--- src/rtl/ssd_mux_if.sv ---
// Signal bundle between a display controller (master) and the ssd_mux driver (slave).
// Carries the staged digit data and brightness in, and the board pin drives out.
interface ssd_mux_if #(
    parameter int NUM_DIGITS = 4,
    parameter int BRIGHT_W   = 4
);
    logic [4*NUM_DIGITS-1:0] digits_in;
    logic [NUM_DIGITS-1:0]   dp_in;
    logic [NUM_DIGITS-1:0]   blank_in;
    logic                    load;
    logic [BRIGHT_W-1:0]     brightness;
    logic [6:0]              seg;
    logic                    dp;
    logic [NUM_DIGITS-1:0]   an;
    logic                    frame_done;

    modport master (
        output digits_in, dp_in, blank_in, load, brightness,
        input  seg, dp, an, frame_done
    );

    modport slave (
        input  digits_in, dp_in, blank_in, load, brightness,
        output seg, dp, an, frame_done
    );
endinterface

--- src/rtl/ssd_mux.sv ---
// Time-multiplexed seven-segment driver with frame-aligned shadow update,
// PWM brightness, anti-ghosting guard interval and selectable pin polarity.
module ssd_mux #(
    parameter int NUM_DIGITS       = 4,
    parameter int SLOT_CYC_LOG2    = 17,
    parameter int BRIGHT_W         = 4,
    parameter int GUARD_CYC        = 4,
    parameter bit ANODE_ACTIVE_LOW = 1'b1,
    parameter bit SEG_ACTIVE_LOW   = 1'b1
) (
    input logic      clk,
    input logic      rst,
    ssd_mux_if.slave bus
);
    localparam int IDX_W = (NUM_DIGITS > 1) ? $clog2(NUM_DIGITS) : 1;
    localparam logic [IDX_W-1:0]         LAST_IDX = IDX_W'(NUM_DIGITS - 1);
    localparam logic [SLOT_CYC_LOG2-1:0] SLOT_MAX = '1;
    localparam logic [SLOT_CYC_LOG2-1:0] GUARD    = SLOT_CYC_LOG2'(GUARD_CYC);
    localparam logic [NUM_DIGITS-1:0]    AN_OFF   = {NUM_DIGITS{ANODE_ACTIVE_LOW}};
    localparam logic [6:0]               SEG_OFF  = {7{SEG_ACTIVE_LOW}};

    logic [SLOT_CYC_LOG2-1:0] slot_cnt;
    logic [IDX_W-1:0]         digit_idx;
    logic                     pending_valid;
    logic [4*NUM_DIGITS-1:0]  pend_digits;
    logic [NUM_DIGITS-1:0]    pend_dp;
    logic [NUM_DIGITS-1:0]    pend_blank;
    logic [4*NUM_DIGITS-1:0]  act_digits;
    logic [NUM_DIGITS-1:0]    act_dp;
    logic [NUM_DIGITS-1:0]    act_blank;

    logic                     slot_end;
    logic                     frame_end;
    logic                     lit;
    logic [NUM_DIGITS-1:0]    sel;
    logic [3:0]               cur_nib;
    logic                     cur_dp;
    logic                     cur_blank;

    function automatic logic [6:0] hex_to_seg(input logic [3:0] nib);
        logic [6:0] s;
        s = 7'b0000000;
        case (nib)
            4'h0: s = 7'b0111111;
            4'h1: s = 7'b0000110;
            4'h2: s = 7'b1011011;
            4'h3: s = 7'b1001111;
            4'h4: s = 7'b1100110;
            4'h5: s = 7'b1101101;
            4'h6: s = 7'b1111101;
            4'h7: s = 7'b0000111;
            4'h8: s = 7'b1111111;
            4'h9: s = 7'b1101111;
            4'hA: s = 7'b1110111;
            4'hB: s = 7'b1111100;
            4'hC: s = 7'b0111001;
            4'hD: s = 7'b1011110;
            4'hE: s = 7'b1111001;
            4'hF: s = 7'b1110001;
            default: s = 7'b0000000;
        endcase
        return s;
    endfunction

    // Compare-based select keeps the mux clean for non-power-of-two digit counts.
    always_comb begin
        sel       = '0;
        cur_nib   = 4'h0;
        cur_dp    = 1'b0;
        cur_blank = 1'b1;
        for (int k = 0; k < NUM_DIGITS; k++) begin
            if (digit_idx == IDX_W'(k)) begin
                sel[k]    = 1'b1;
                cur_nib   = act_digits[4*k +: 4];
                cur_dp    = act_dp[k];
                cur_blank = act_blank[k];
            end
        end
    end

    assign slot_end  = (slot_cnt == SLOT_MAX);
    assign frame_end = slot_end && (digit_idx == LAST_IDX);
    assign lit       = !cur_blank && (slot_cnt >= GUARD)
                       && (slot_cnt[SLOT_CYC_LOG2-1 -: BRIGHT_W] <= bus.brightness);

    always_ff @(posedge clk) begin
        if (rst) begin
            slot_cnt       <= '0;
            digit_idx      <= '0;
            pending_valid  <= 1'b0;
            pend_digits    <= '0;
            pend_dp        <= '0;
            pend_blank     <= '1;
            act_digits     <= '0;
            act_dp         <= '0;
            act_blank      <= '1;
            bus.an         <= AN_OFF;
            bus.seg        <= SEG_OFF;
            bus.dp         <= SEG_ACTIVE_LOW;
            bus.frame_done <= 1'b0;
        end else begin
            slot_cnt <= slot_cnt + 1'b1;
            if (slot_end) begin
                digit_idx <= (digit_idx == LAST_IDX) ? '0 : digit_idx + 1'b1;
            end
            if (frame_end && pending_valid) begin
                act_digits    <= pend_digits;
                act_dp        <= pend_dp;
                act_blank     <= pend_blank;
                pending_valid <= 1'b0;
            end
            // A load in the boundary cycle lands after the clear, so it waits a frame.
            if (bus.load) begin
                pend_digits   <= bus.digits_in;
                pend_dp       <= bus.dp_in;
                pend_blank    <= bus.blank_in;
                pending_valid <= 1'b1;
            end
            bus.an         <= lit ? (sel ^ AN_OFF) : AN_OFF;
            bus.seg        <= lit ? (hex_to_seg(cur_nib) ^ SEG_OFF) : SEG_OFF;
            bus.dp         <= lit ? (cur_dp ^ SEG_ACTIVE_LOW) : SEG_ACTIVE_LOW;
            bus.frame_done <= frame_end;
        end
    end
endmodule

--- src/flat_wrapper.sv ---
// flat-port wrapper written by rule: the top's interface ports become plain ports
module ssd_mux_flat 
#(
    parameter int NUM_DIGITS       = 4,
    parameter int SLOT_CYC_LOG2    = 17,
    parameter int BRIGHT_W         = 4,
    parameter int GUARD_CYC        = 4,
    parameter bit ANODE_ACTIVE_LOW = 1'b1,
    parameter bit SEG_ACTIVE_LOW   = 1'b1
)
  (clk, rst, bus_digits_in, bus_dp_in, bus_blank_in, bus_load, bus_brightness, bus_seg, bus_dp, bus_an, bus_frame_done);
  ssd_mux_if #(.NUM_DIGITS(NUM_DIGITS), .BRIGHT_W(BRIGHT_W)) bus_i ();
  input logic clk;
  input logic rst;
  input wire logic [$bits(bus_i.digits_in)-1:0] bus_digits_in;
  input wire logic [$bits(bus_i.dp_in)-1:0] bus_dp_in;
  input wire logic [$bits(bus_i.blank_in)-1:0] bus_blank_in;
  input wire logic [$bits(bus_i.load)-1:0] bus_load;
  input wire logic [$bits(bus_i.brightness)-1:0] bus_brightness;
  output wire logic [$bits(bus_i.seg)-1:0] bus_seg;
  output wire logic [$bits(bus_i.dp)-1:0] bus_dp;
  output wire logic [$bits(bus_i.an)-1:0] bus_an;
  output wire logic [$bits(bus_i.frame_done)-1:0] bus_frame_done;
  assign bus_i.digits_in = bus_digits_in;
  assign bus_i.dp_in = bus_dp_in;
  assign bus_i.blank_in = bus_blank_in;
  assign bus_i.load = bus_load;
  assign bus_i.brightness = bus_brightness;
  assign bus_seg = bus_i.seg;
  assign bus_dp = bus_i.dp;
  assign bus_an = bus_i.an;
  assign bus_frame_done = bus_i.frame_done;
  ssd_mux #(.NUM_DIGITS(NUM_DIGITS), .SLOT_CYC_LOG2(SLOT_CYC_LOG2), .BRIGHT_W(BRIGHT_W), .GUARD_CYC(GUARD_CYC), .ANODE_ACTIVE_LOW(ANODE_ACTIVE_LOW), .SEG_ACTIVE_LOW(SEG_ACTIVE_LOW)) u_core (.clk(clk), .rst(rst), .bus(bus_i));
endmodule
--- config.mk ---
export PLATFORM = sky130hd
export DESIGN_NAME = ssd_mux_flat
export DESIGN_NICKNAME = d
export VERILOG_FILES = /design/src/rtl/ssd_mux_if.sv /design/src/rtl/ssd_mux.sv /design/src/flat_wrapper.sv
export SDC_FILE = /design/constraint.sdc
export NUM_CORES = 1
export LEC_CHECK = 0
export CORE_ASPECT_RATIO = 1.25
export CORE_MARGIN = 8
export CORE_UTILIZATION = 55
export DETAILED_ROUTE_END_ITERATION = 10
export PLACE_DENSITY = 0.78
export SLEW_MARGIN = 20
export SYNTH_ARGS = -nofsm -noshare
export SYNTH_HDL_FRONTEND = slang
export SYNTH_SLANG_ARGS = --single-unit
--- constraint.sdc ---
create_clock -name clk -period 5.2 [get_ports clk]
set_input_delay 1.04 -clock clk [delete_from_list [all_inputs] [get_ports clk]]
set_output_delay 1.04 -clock clk [all_outputs]
set_load 0.01 [all_outputs]
==> qor.yml <==
synth_warnings: 0
wl_met3_um: 268
die_area_mm2: 0.00920
syn_area_per_cell_um2: 8.97
status: "complete, no violations"
grt_usage_pct: 15.8
drtIter0Drc: 98
synth-main-ff-cell: "dfxtp_1"
r2r.worst_path.cells: 8
grt_overflow_total: 0
crit_type: "flip-flop to flip-flop"
cap_violations: 0
end_kind: "flip-flop"
htree_levels: 3
cts_buffers: 9
via_per_inst: 5.21
finalMaxSlewViolations: 0
worstPathArrival_ps: 3020
seq_area_frac_synth_pct: 46.2
clkSlewWorstSetupHoldPaths_ps: 80
routed_wl_mm: 6.66
p_leak_nw: 1.61
timing.rr.start: "u_core.slot_cnt[0]"
final-hold-violation-count: 0
r2r_end: "u_core.act_blank[1]"
synth_top_family_by_area: "simple AND/OR/NAND/NOR gates"
io_pins: 44
synth_edf_count: 0
skew_ps: 7.46
powerDensity_mw_per_mm2: 288
synth_area_mm2: 0.00351
switching_share_pct: 21.2
synthAdderAreaFrac_pct: 6.06
portBuffers: 43
vdd_drop_max_v: 0.000204
grt_pass1_vias: 2675
hp-start: "u_core.act_digits[2]"
yosys_register_bits: 81
synth_cells: 391
top_layer: "met4"
antenna_cells: 0
ant_nets: 0
final_common_cell: "dfxtp_1"
wl_met2_mm: 3.30
rows: 32
ctsHoldBuffers: 0
nets: 472
setup-tns-final_ps: 0
synthSimpleGateAreaFrac_pct: 21.4
r2r_slack_ps: 2420
postCtsSetupBuffers: 0
firstDrtPassIters: 4
cts_tree: "done"
synthMuxAreaShare_pct: 6.56
gp_congestion: 0.800
clockPowerShare_pct: 41.1
rsz0062_at_grt: "no"
die_width_um: 87.4
p_switching_w: 0.000254
dp_hpwl_mm: 4.69
startpoint_type: "flip-flop"
cts_sinks: 81
antenna_found_initial: 0
most-common-layout-cells: "81 x dfxtp_1, 64 x nand2_1, 44 x nor2_1, 42 x clkdlybuf4s50_1, 29 x a21oi_1"
p_comb_share_pct: 5.1
via_count: 2678
initial_core_util_pct: 56.9
seqPwrFrac_pct: 53.8
synthToLayoutAreaGrowth_pct: 18.0
synth_cell_types: 49
hold_class: "flip-flop to flip-flop"
grt_start_max_net_pins: 71
async_flop_share_pct: 0
post-place-cells: 498
worstHoldEndpoint: "u_core.act_digits[2]"
wl_per_cell_um: 13.0
holdPathStages: 2
period_share_pct: 53.5
num-fill-cells: 560
clock_path_buffers: 2
cts-root-buf: "clkbuf_8"
route.detailed.drc: 0
final_cells: 514
crit_required_ps: 5440
drive_gt1_share_pct: 6.29
wl_met1_mm: 2.94
die_h_um: 105
synth-compound-area-share_pct: 11.4
power.internal_w: 0.000940
tightest_slew_ps: 860
setup_viol: 0
utilization_pct: 67.1
core_area_mm2: 0.00617
synth_xor_area_share_pct: 3.00
cts_resized: 0
syn_nets: 439
clkLatencyLatePin_ps: 350
fin_crit_ps: 2780
slew_headroom_pct: 42.5
cp_max_fo: 25
grt_pass1_wl_mm: 11.8
fmax_mhz: 360
worst max-delay path by stage:
stage | startpoint | to | slack (ps)
after floorplan | bus_brightness[1] | u_core.bus.seg[2] | 2930
after global placement | bus_brightness[1] | u_core.bus.seg[6] | 2270
after detailed placement | bus_brightness[1] | u_core.bus.seg[6] | 2190
after CTS | u_core.slot_cnt[0] | u_core.act_blank[1] | 2380
after global routing | u_core.slot_cnt[0] | u_core.act_blank[1] | 2130
final | u_core.slot_cnt[0] | u_core.act_blank[1] | 2420
through the flow:
stage	setup slack, ps	hold WS (ps)	total power (W)	instance area (um^2)
final	2420	454	0.00119	4140
after global routing	2130	474	0.00124	4140
after CTS	2380	456	0.00120	4140
after detailed placement	2190	445	0.000718	3930
after global placement	2270	440	0.000716	3930
after floorplan	2930	427	0.000688	3510
flip-flops by register name, indices dropped and copies added, names as in the netlist:
register,flops
u_core.slot_cnt,17
u_core.act_digits,16
u_core.pend_digits,16
u_core.bus.seg,7
u_core.act_blank,4
u_core.act_dp,4
u_core.bus.an,4
u_core.pend_blank,4
u_core.pend_dp,4
u_core.digit_idx,2
u_core.bus.dp,1
u_core.bus.frame_done,1
u_core.pending_valid,1
area by class of cell:
type                    count  area (um^2)  share of cell area [%]
flip-flops and latches     81         1620                    39.2
inverters                  16         60.1                    1.45
repair buffers             45          440                    10.6
well taps                  85          106                    2.57
multi-input cells         271         1700                    41.1
clock buffers              11          131                    3.17
clock inverters             5         80.1                    1.93
metal layers:
metal,GRT usage (%),vias to the layer above
li1,-,1370
met3,4.43,15
met1,17.1,1241
met5,0,-
met4,7.64,0
met2,27.4,52
power groups by stage:
stage                     clock network [W]  registers [W]  logic [W]
final                              0.000490       0.000642  0.0000610
after global routing               0.000529       0.000644  0.0000683
after CTS                          0.000500       0.000642  0.0000620
after detailed placement                  0       0.000656  0.0000618
after global placement                    0       0.000656  0.0000600
after floorplan                           0       0.000654  0.0000345
worst max-delay path: stages (launching register included):
cell and delay [ps]:
dfxtp_1 380, ha_1 220, nand2_1 110, nor3_1 350, and3_1 220, ha_1 260
and3_1 760, nor2_1 80, a211o_1 280
logic make-up after synthesis:
family                     count (synthesis)
DFF                                       81
buffers and inverters                     39
AOI/OAI and AO/OA                         59
xor gates and xnor gates                  12
muxes                                     23
and+or+nand+nor                          160
adders and majority gates                 17
Yosys cell counts (all sizes together) (3+ instances only):
cell type  number  share of area, %
a211o           7               1.7
a21oi          29               4.1
and3            4              0.71
buf            11               2.3
clkbuf         12               1.3
dfxtp          81                46
ha             17               6.1
inv            16               1.7
mux2i          23               6.6
nand2          65               7.0
nand3           9               1.3
nand3b          5               1.1
nand4           3              0.54
nor2           46               5.1
nor2b          10               2.1
nor3            3              0.43
nor4            3              0.54
o21ai           7               1.0
o221ai          3              0.93
xnor2           5               1.2
xor2            7               1.7
Power figures use the tool's default switching activity.
